==> config.mk <==
export PLATFORM = sky130hd
export DESIGN_NAME = uart_cmd_decode
export DESIGN_NICKNAME = d
export VERILOG_FILES = /design/src/rtl/uart_cmd_decode.sv
export SDC_FILE = /design/constraint.sdc
export NUM_CORES = 1
export LEC_CHECK = 0
export CAP_MARGIN = 20
export CORE_MARGIN = 5
export CORE_UTILIZATION = 40
export CTS_CLUSTER_SIZE = 30
export DETAILED_ROUTE_END_ITERATION = 10
export PLACE_DENSITY = 0.69
export SLEW_MARGIN = 20
export SYNTH_ARGS = -nofsm -noshare
export SYNTH_HDL_FRONTEND = slang
export SYNTH_SLANG_ARGS = --single-unit
==> constraint.sdc <==
create_clock -name sclk -period 1.6 [get_ports sclk]
set_input_delay 0.32 -clock sclk [delete_from_list [all_inputs] [get_ports sclk]]
set_output_delay 0.32 -clock sclk [all_outputs]
set_load 0.05 [all_outputs]
==> src/rtl/uart_cmd_decode.sv <==
// Byte-stream command decoder: turns uart_rx bytes into write (header + payload)
// and read (header only) commands, feeds the SDRAM write FIFO and issues triggers.
module uart_cmd_decode #(
  parameter logic [7:0] WR_CMD      = 8'h55,
  parameter logic [7:0] RD_CMD      = 8'hAA,
  parameter int         PAYLOAD_LEN = 4,
  parameter int         TIMEOUT_CYC = 2000
) (
  input  logic       sclk,
  input  logic       s_rst,
  input  logic [7:0] rx_data,
  input  logic       po_flag,
  input  logic       sdram_busy,
  output logic       wfifo_wr_en,
  output logic [7:0] wfifo_data,
  output logic       wfifo_clr,
  output logic       wr_trig,
  output logic       rd_trig,
  output logic       cmd_err,
  output logic       cmd_busy
);

  localparam int TO_W = $clog2(TIMEOUT_CYC);
  localparam logic [7:0] LAST_IDX = 8'(PAYLOAD_LEN - 1);
  // Abort is decided one cycle early so the registered pulse lands exactly
  // TIMEOUT_CYC cycles after the last payload byte.
  localparam logic [TO_W-1:0] TO_LAST = TO_W'(TIMEOUT_CYC - 2);

  typedef enum logic [1:0] {
    IDLE,
    PAYLOAD,
    WR_PEND,
    RD_PEND
  } state_t;

  state_t          state;
  logic [7:0]      byte_cnt;
  logic [TO_W-1:0] to_cnt;

  always_ff @(posedge sclk) begin
    if (s_rst) begin
      state       <= IDLE;
      byte_cnt    <= 8'd0;
      to_cnt      <= '0;
      wfifo_wr_en <= 1'b0;
      wfifo_data  <= 8'h00;
      wfifo_clr   <= 1'b0;
      wr_trig     <= 1'b0;
      rd_trig     <= 1'b0;
      cmd_err     <= 1'b0;
      cmd_busy    <= 1'b0;
    end else begin
      wfifo_wr_en <= 1'b0;
      wfifo_clr   <= 1'b0;
      wr_trig     <= 1'b0;
      rd_trig     <= 1'b0;
      cmd_err     <= 1'b0;
      case (state)
        IDLE: begin
          if (po_flag) begin
            if (rx_data == WR_CMD) begin
              state    <= PAYLOAD;
              byte_cnt <= 8'd0;
              to_cnt   <= '0;
              cmd_busy <= 1'b1;
            end else if (rx_data == RD_CMD) begin
              state    <= RD_PEND;
              cmd_busy <= 1'b1;
            end else begin
              cmd_err  <= 1'b1;
            end
          end
        end
        PAYLOAD: begin
          if (po_flag) begin
            wfifo_wr_en <= 1'b1;
            wfifo_data  <= rx_data;
            to_cnt      <= '0;
            if (byte_cnt == LAST_IDX) begin
              state    <= WR_PEND;
              byte_cnt <= 8'd0;
            end else begin
              byte_cnt <= byte_cnt + 8'd1;
            end
          end else if (to_cnt == TO_LAST) begin
            wfifo_clr <= 1'b1;
            cmd_err   <= 1'b1;
            state     <= IDLE;
            cmd_busy  <= 1'b0;
            to_cnt    <= '0;
            byte_cnt  <= 8'd0;
          end else begin
            to_cnt <= to_cnt + 1'b1;
          end
        end
        WR_PEND: begin
          // Stray bytes while waiting are dropped, never decoded as headers.
          if (po_flag) cmd_err <= 1'b1;
          if (!sdram_busy) begin
            wr_trig  <= 1'b1;
            state    <= IDLE;
            cmd_busy <= 1'b0;
          end
        end
        RD_PEND: begin
          if (po_flag) cmd_err <= 1'b1;
          if (!sdram_busy) begin
            rd_trig  <= 1'b1;
            state    <= IDLE;
            cmd_busy <= 1'b0;
          end
        end
        default: begin
          state    <= IDLE;
          cmd_busy <= 1'b0;
        end
      endcase
    end
  end

endmodule

==> results.md, run 1 <==
- Traced cell by cell, the critical path runs through inv_2, ha_4, nand4b_1, buf_4, buf_6, nor4_4, nor3_2, o21bai_1, buf_4, nor2_1.
- The final-report max-slew violation count is 0.
- For the final database, setup skew stands at 0.006683 ns.
- The post-route netlist has 39.43% of its cells at a drive strength greater than 1.
- The worst setup timing slack at the placement stage is -0.4337 ns.
- Counting distinct cell types in the post-synthesis netlist gives 43.
- The final design area excluding fillers is 2678 um^2.
- Setup violations remaining at the end of the flow were counted as 7.
- The number of global-route vias before repair is 1662.
- The worst slew slack as a fraction of its limit is 77.15%.
- The routed design has 4721 um of wire.
- In this run the tool buffered the top-level ports with 25 buffer cells.
- For the worst setup path, the data required time is 1.78 ns.
- The count of boundary I/O pins is 26.
- The flow ran to the end, but the final reports show violations.
- The category of the worst setup path capture point is a flop.
- Net switching is 21.54% of the power.
- The data arrival time at the worst-slack endpoint is 1.89 ns.
- The root cell of the clock tree is sky130_fd_sc_hd__clkbuf_8.
- At the end of the flow the core is filled with cells to 65.99%.
- CTS saw 35 sinks.
- The clock tree from TritonCTS is built.
- The maximum level of the CTS H-tree is 2.
- The global-route wire length before repair is 7507 um.
- The highest net fanout along the worst path is 4.
- The slew at the pin closest to its max-slew limit is 0.3428 ns.
- The internal power of the cells totals 1450 uW.
- In this run, synthesis produced a sequential element count of 35.
- After layout, the worst path uses 106.7% of the clock period.
- For this design the static power due to leakage is 0.001100 uW.
- Once the floorplan was initialized, standard cells occupied 41.57% of the core.
- The placeable core region is 4058 um^2.
- The iteration-0 DRC count of the detailed router is 76.
- In this run the worst hold path is classified as in2reg.
- The growth of design area from synthesis to finish is 58.75%.
- In the routed design, unresolved DRC markers number 0.
- Dividing the detail-routed via count by the number of cells gives 5.173.
- STA classifies the critical path startpoint as a flop.
- By instance count, the cell type seen most on the critical path is sky130_fd_sc_hd__buf_4.
- The initial antenna violation count is 0.
- The Yosys step of the flow raised 0 warnings.
- Sequential cells were found to cover 41.54% of the synthesized design area.
- At the end of routability-driven placement, the weighted congestion stood at 0.8353.
- Counting every instance in the synthesized netlist gives 199.
- The maximum ir drop on the vdd rail is 0.5686 mV.
- Setup repair after global routing could not meet its margin everywhere.
- The height of the die is 74.94 um.
- The maximum operating frequency is 586.0 MHz.
- The die footprint is 5615 um^2.
- Summed over all nets, the switching power comes to 398.1 uW.
- After floorplanning, the core was divided into 23 placement rows.
- Summing all placed instances gives a cell area of 2290 um^2.
- The overall die width is 74.94 um.
- Power spread over the standard cell area amounts to 690.3 nW/um^2.
- The checks that failed: negative setup slack.
- For this run, the post-layout net count is 293.
- The fraction of power consumed by the clock network is 44.6%.
- After clock tree synthesis, the clock-pin slew on the worst setup and hold paths is 0.07 ns.
- In this run the cell area of the synthesized design comes to 1687 um^2.
- The count of endpoints failing hold in the final timing report is 0.
- In this run, post-CTS hold repair placed 0 buffers.
- The vias after detailed routing is 1702.
- After detailed routing, the average wire length per cell comes to 14.35 um.
- The largest buffer count on any clock path is 2.
- Detailed placement ended at an HPWL of 3212 um.
- The clock latency reported for the late side of the worst-skew pair is 0.29 ns.
- The number of search-and-repair iterations in the first detailed-routing pass is 4.
- The maximum number of pins on one net before global-route repair is 13.
- Setup slack on the critical path of the routed design comes to -0.1065 ns.
- The part of the power in registers is 47.6%.
- In this run, the combinational gates consume 7.8% of the power.
- The number of antenna diodes is 0.
- The tool flagged a number of max-cap violations equal to 0.
- The worst setup path is of the reg2reg kind.
- After global routing the overflow that remains totals 0.
- The time the final worst path needs with I/O delays and setup is 1.707 ns.
- The post-synthesis average cell area is 8.475 um^2.
- The number of nets in the synthesized netlist is 214.
- The final hold slack is 0.4536 ns.
- The total routing resource utilization after global routing is 17.45%.
- The slowest library cell on the worst path is sky130_fd_sc_hd__dfxtp_2.
- The clock buffer count from CTS is 5.
- The maximum cell stage delay along the critical path is 0.33 ns.
- In this run the remaining antenna-violating nets after routing total 0.
==> routing by layer <==
layer	track usage (%)	share of wire [%]	vias to the layer above
met1	23.11	47	796
met5	0	0	-
met2	27.56	49	25
met4	7.312	2.1	0
li1	-	-	870
met3	3.605	2.4	11
==> stage by stage <==
stage	std cells	setup TNS [ns]	total power, uW
final	329	-0.5473	1848
after floorplan	199	-0.02411	954.1
after global routing	329	-1.060	1922
after detailed placement	315	-8.147	1029
after CTS	327	-0.09977	1856
after global placement	315	-7.747	1027
==> critical path, delay by kind of cell, from the launching register on <==
kind                       cells  cell delay, ns
and+or+nand+nor                4            0.43
DFF                            1            0.33
buffers and inverters          4            0.53
adders and majority gates      1            0.15
AOI/OAI and AO/OA              1            0.16
==> power by group through the flow <==
stage	combinational, uW	clock (uW)	sequential (uW)
after global routing	154	889	879
after global placement	128	0	899
after detailed placement	130	0	899
after CTS	140	838	879
after floorplan	39.4	0	915
final	145	825	879
==> registers in the layout, indices dropped and copies added, names as in the netlist, 2 cells and up <==
register,flops
to_cnt,11
byte_cnt,8
wfifo_data,8
state,2
==> placed cells by master (no fill, tap or decap), types with 5 or more instances in the layout <==
master | netlist | routed
sky130_fd_sc_hd__o21ai_0 | 5 | 5
sky130_fd_sc_hd__xor2_1 | 7 | 7
sky130_fd_sc_hd__xnor2_1 | 7 | 7
sky130_fd_sc_hd__dlygate4sd2_1 | 0 | 8
sky130_fd_sc_hd__buf_4 | 1 | 65
sky130_fd_sc_hd__nand3_1 | 6 | 5
sky130_fd_sc_hd__nor2_1 | 24 | 22
sky130_fd_sc_hd__nand4_1 | 5 | 5
sky130_fd_sc_hd__clkbuf_8 | 0 | 6
sky130_fd_sc_hd__a21oi_1 | 15 | 14
sky130_fd_sc_hd__dfxtp_1 | 35 | 32
sky130_fd_sc_hd__nand2_1 | 27 | 27
==> synthesized netlist by cell type <==
library cell | instances | area, um^2
sky130_fd_sc_hd__nand3_1 | 6 | 30.03
sky130_fd_sc_hd__and2_1 | 1 | 6.260
sky130_fd_sc_hd__o21a_1 | 1 | 7.510
sky130_fd_sc_hd__inv_1 | 3 | 11.26
sky130_fd_sc_hd__a21boi_0 | 1 | 7.510
sky130_fd_sc_hd__a21oi_1 | 15 | 75.07
sky130_fd_sc_hd__nor3_1 | 6 | 30.03
sky130_fd_sc_hd__o2111ai_1 | 1 | 8.760
sky130_fd_sc_hd__xor2_1 | 7 | 61.31
sky130_fd_sc_hd__or4_4 | 1 | 11.26
sky130_fd_sc_hd__nand4_2 | 1 | 12.51
sky130_fd_sc_hd__buf_2 | 2 | 10.01
sky130_fd_sc_hd__nand3b_1 | 1 | 7.510
sky130_fd_sc_hd__clkbuf_1 | 3 | 11.26
sky130_fd_sc_hd__nor4_1 | 5 | 31.28
sky130_fd_sc_hd__buf_1 | 1 | 3.750
sky130_fd_sc_hd__nor2_1 | 24 | 90.09
sky130_fd_sc_hd__o31ai_1 | 1 | 7.510
sky130_fd_sc_hd__a31o_2 | 1 | 8.760
sky130_fd_sc_hd__o21bai_1 | 1 | 7.510
sky130_fd_sc_hd__and4bb_2 | 2 | 25.02
sky130_fd_sc_hd__nor2b_1 | 2 | 12.51
sky130_fd_sc_hd__nor4b_1 | 1 | 8.760
sky130_fd_sc_hd__a311oi_2 | 1 | 15.01
sky130_fd_sc_hd__ha_1 | 3 | 37.54
sky130_fd_sc_hd__or3_1 | 1 | 6.260
sky130_fd_sc_hd__buf_4 | 1 | 7.510
sky130_fd_sc_hd__nand2_1 | 27 | 101.4
sky130_fd_sc_hd__nand4b_1 | 3 | 26.28
sky130_fd_sc_hd__nand4bb_1 | 2 | 22.52
sky130_fd_sc_hd__nand2b_1 | 5 | 31.28
sky130_fd_sc_hd__xnor2_1 | 7 | 61.31
sky130_fd_sc_hd__a41oi_1 | 1 | 8.760
sky130_fd_sc_hd__a31oi_1 | 5 | 31.28
sky130_fd_sc_hd__a22oi_1 | 1 | 7.510
sky130_fd_sc_hd__o31ai_2 | 1 | 12.51
sky130_fd_sc_hd__nand4_1 | 5 | 31.28
sky130_fd_sc_hd__a211oi_1 | 2 | 15.01
sky130_fd_sc_hd__nor4bb_1 | 3 | 30.03
sky130_fd_sc_hd__o21ai_0 | 5 | 25.02
sky130_fd_sc_hd__buf_6 | 1 | 11.26
sky130_fd_sc_hd__and3_1 | 3 | 18.77
sky130_fd_sc_hd__dfxtp_1 | 35 | 700.7
==> cell families after synthesis <==
logic type	Yosys count	share of synthesized area, %
fa+ha+maj	3	2.226
xor+xnor	14	7.270
simple gates	99	31.60
compound gates	37	14.10
buf+inv	11	3.264
flops	35	41.54
==> cell type report <==
cell class / count / area, um^2
clock inverter: 2 / 35.03
timing repair buffer: 80 / 635.6
tap: 50 / 62.56
multi-input combinational: 153 / 1146
sequential: 35 / 704.4
clock buffer: 6 / 82.58
inverter: 3 / 11.26
fill: 323 / 1380
==> what timing repair did <==
action,4_1_cts,5_1_grt
pin swaps,11,9
setup buffers,4,2
resized for setup,36,13
endpoints found under the setup margin,22,21
==> path summary, 6_finish.rpt <==
kind	start	endpoint	slack, ns	depth (start not counted)
hold / removal	rx_data[7]	wfifo_data[7]$_SDFFE_PP0P_	0.45	3
setup / recovery	to_cnt[0]$_SDFFE_PP0P_	byte_cnt[5]$_SDFFE_PP0P_	-0.11	10
hold reg to reg	wfifo_data[4]$_SDFFE_PP0P_	wfifo_data[4]$_SDFFE_PP0P_	0.46	2
setup reg to reg	to_cnt[0]$_SDFFE_PP0P_	byte_cnt[5]$_SDFFE_PP0P_	-0.11	10
Power figures use the tool's default switching activity.
==> inputs of run 2 (changes only) <==
- CORE_MARGIN: 5 -> unset
- DONT_BUFFER_PORTS: unset -> 1
- PLACE_DENSITY: 0.69 -> 0.6
==> run 2 against run 1 <==
The flow still finishes with violations (negative setup slack); non-clock buffer count fell by 42; final cell count fell by 13%; sequential cell count did not move; hold slack got worse by 0.38 ns; first-iteration DRC count fell by 28%; register-to-register slack improved by 0.03 ns; die area fell by 20%; utilization fell by 11 points; critical path type unchanged; critical endpoint is now byte_cnt[2]$_SDFFE_PP0P_.
==> results.md, run 2 (synthesis results as in run 1) <==
- The vias after detailed routing was 1553 (-8.8%).
- The highest net fanout along the worst path came to 4 (unchanged).
- The largest registers in the layout are to_cnt: 11 flops, byte_cnt: 8 flops, wfifo_data: 8 flops.
- The routed length per placed instance is 14.72 um (+2.6%).
- The total length of routed wires was 4225 um (-11%).
- The worst hold path belongs to the class in2reg.
- The time the final worst path needs with I/O delays and setup is 1.674 ns (-0.03295 ns).
- The maximum ir drop on the vdd rail is 0.5386 mV (-5.3%).
- The layout filler cell count is 356 (+10%).
- The fraction of power consumed by the clock network is 40.5% (-4.1 points).
- The combinational share of power came to 3.2% (-4.6 points).
- The category of the worst setup path capture point is a flop.
- The total congestion overflow after global routing is 0 (unchanged).
- The largest buffer count on any clock path is 2 (unchanged).
- The switching part of the total is 24.19% (+2.6 points).
- The combined area of the multi-input logic cells came to 1074 um^2 (-6.3%).
- The number of port buffers is 0 (-100%).
- The maximum cell stage delay along the critical path is 0.57 ns (+0.24 ns).
- The cell row count is 23 (unchanged).
- The number of antenna diodes came to 0 (unchanged).
- The overall die width was 66.94 um (-11%).
- The maximum number of pins on one net before global-route repair was 22 (+9).
- The final setup violation count was 2 (-5).
- The share of final-layout standard cells stronger than drive strength 1 is 32.49% (-6.9 points).
- The height of the die is 66.94 um (-11%).
- The critical path data required time is 1.80 ns (+0.02 ns).
- The final weighted congestion in routability-driven placement was 0.8429 (+0.91%).
- The clock edge transition at the registers on the reported setup and hold paths came to 0.08 ns (about the same).
- The data arrival time at the worst-slack endpoint is 1.88 ns (about the same).
- The internal portion of total power is 1206 uW (-17%).
- The worst slew slack as a fraction of its limit was 64.02% (-13 points).
- In the layout the commonest cells are sky130_fd_sc_hd__buf_4 (37), sky130_fd_sc_hd__dfxtp_1 (31), sky130_fd_sc_hd__nand2_1 (27), sky130_fd_sc_hd__nor2_1 (23), sky130_fd_sc_hd__a21oi_1 (13).
- The fraction of met3 tracks used by global routing is 4.281% (+0.68 points).
- The root buffer cell chosen for the clock tree is sky130_fd_sc_hd__clkbuf_8.
- The count of max-cap constraint violations is 0 (unchanged).
- The clock tree from TritonCTS is built.
- The effective utilization at floorplan is 41.86% (+0.30 points).
- The ratio of total power to cell area is 713.0 nW/um^2 (+3.3%).
- The net switching power is 384.7 uW (-3.4%).
- The portion of the clock cycle consumed by the worst path in the final layout is 104.6% (-2.1 points).
- The worst setup skew after layout came to 0.01494 ns (+0.008255 ns).
- The largest register by flop count is to_cnt.
- The number of search-and-repair iterations in the first detailed-routing pass is 4 (unchanged).
- The slowest library cell on the worst path is sky130_fd_sc_hd__or4_4.
- The count of endpoints failing hold in the final timing report is 0 (unchanged).
- The hold buffer count at CTS is 0 (unchanged).
- The global-route wire length before repair came to 6561 um (-13%).
- The via-per-instance ratio is 5.411 (+4.6%).
- The critical path launch point type is a flop.
- The area growth from synthesis to layout is 32.27%.
- The maximum operating frequency was 597.5 MHz (+2.0%).
- The flow ran to the end, but the final reports show violations.
- The number of sinks on the clock net came to 35 (unchanged).
- The part of the power in registers came to 56.3% (+8.7 points).
- The final reports fail on negative setup slack.
- The number of buffer and inverter stages on the critical path came to 0 (-4).
- The number of nets with antenna violations after detailed routing is 0 (unchanged).
- The routing usage on met1 is 25.23% (+2.1 points).
- The maximum level of the CTS H-tree is 2 (unchanged).
- The post-route core utilization came to 55.37% (-11 points).
- The initial antenna violation count came to 0 (unchanged).
- The placeable core region is 4029 um^2 (-0.71%).
- The clock buffer count from CTS is 5 (unchanged).
- The flip-flop count of the largest register, all copies and words added is 11 (unchanged).
- The clock latency reported for the late side of the worst-skew pair came to 0.30 ns (about the same).
- The iteration-0 DRC count of the detailed router is 55 (-28%).
- The remaining design rule violation count is 0 (unchanged).
- Grouping stages by cell kind, the critical path spends the most delay in simple AND/OR/NAND/NOR gates.
- The area used by sequential logic in the layout is 705.7 um^2 (+0.18%).
- The final net count is 251 (-14%).
- The count of boundary I/O pins is 26 (unchanged).
- The final-report max-slew violation count came to 0 (unchanged).
- After global routing, the most crowded layer is met2.
- The die footprint came to 4480 um^2 (-20%).
- The total routing resource utilization after global routing is 19.81% (+2.4 points).
- The leading cell type in the layout, fill and taps excluded is sky130_fd_sc_hd__buf_4.
- The final critical-path setup slack was -0.07356 ns (+0.03295 ns).
- The number of global-route vias before repair is 1432 (-14%).
- The HPWL reported at the end of detailed placement is 2973 um (-7.5%).
- Setup repair after global routing could not meet its margin everywhere.
- The signal on the critical path passes through nand2b_2, or4_4, a311oi_2, xnor2_1, nor2_1.
- The slew at the pin closest to its max-slew limit is 0.5389 ns (+0.1961 ns).
- The global routing usage on met2 was 31.31% (+3.8 points).
- The static power due to leakage is 0.0008008 uW (-27%).
- The critical path class is reg2reg.
- The worst setup timing slack at the placement stage is -0.07352 ns (+0.3602 ns).
-- run 2: cell types whose count changed in the layout (fill, tap and decap cells not counted), sizes merged --
cell / change
bufinv: -1
dlygate4sd2: -8
clkdlybuf4s50: -2
clkbuf: -1
dlymetal6s2s: -1
buf: -31
clkinvlp: +2
-- run 2: metal layers --
metal,up-vias,routed length [um]
met5,-,0
met1,742,1925
met3,9,120
li1,783,-
met4,0,90
met2,19,2088
-- run 2: repair_timing --
| item | CTS | global route |
|---|---|---|
| setup endpoints to repair | 9 | 22 |
| endpoints found under the hold margin | 0 | 0 |
| setup buffers | 0 | 3 |
| pin swaps | 3 | 5 |
| gates resized for setup | 10 | 19 |
| gates cloned | 0 | 0 |
-- run 2: metrics by stage --
stage | cell area, um^2 | std cells | power (uW) | setup TNS [ns] | hold slack (ns)
after floorplan | 1688 | 199 | 954.1 | -0.02411 | 0.4388
after global routing | 2231 | 287 | 1643 | -0.6726 | 0.06717
after detailed placement | 1969 | 276 | 960.0 | -0.3429 | 0.3960
after CTS | 2113 | 284 | 1601 | -0.07476 | 0.06996
after global placement | 1969 | 276 | 960.0 | -0.03745 | 0.3925
final | 2231 | 287 | 1591 | -0.08967 | 0.07305
-- run 2: area by class of cell --
class / count / share of cell area [%]
Clock buffer: 5 / 3.085
Clock inverter: 3 / 0.8974
Inverter: 3 / 0.5048
Multi-Input combinational cell: 153 / 48.12
Sequential cell: 35 / 31.63
Tap cell: 50 / 2.804
Timing Repair Buffer: 38 / 12.96
-- run 2: power groups by stage --
| stage | clock network, uW | logic [uW] | registers (uW) |
|---|---|---|---|
| floorplan | 0 | 39.4 | 915 |
| detailed placement | 0 | 44.3 | 916 |
| CTS | 660 | 45.0 | 896 |
| global route | 692 | 55.6 | 896 |
| finish | 644 | 50.8 | 896 |
| global placement | 0 | 44.3 | 916 |
-- run 2: path summary, 6_finish.rpt --
kind,startpoint,endpoint,slack [ns],depth (start not counted)
max reg2reg,to_cnt[4]$_SDFFE_PP0P_,byte_cnt[2]$_SDFFE_PP0P_,-0.07,5
min reg2reg,to_cnt[10]$_SDFFE_PP0P_,to_cnt[10]$_SDFFE_PP0P_,0.55,2
min,s_rst,byte_cnt[0]$_SDFFE_PP0P_,0.07,1
max,to_cnt[4]$_SDFFE_PP0P_,byte_cnt[2]$_SDFFE_PP0P_,-0.07,5
==> inputs of run 3 (changes only) <==
- CTS_CLUSTER_SIZE: 30 -> 14
==> results of run 3 <==
Final layout, timing and power as in run 2 (identical DEF).
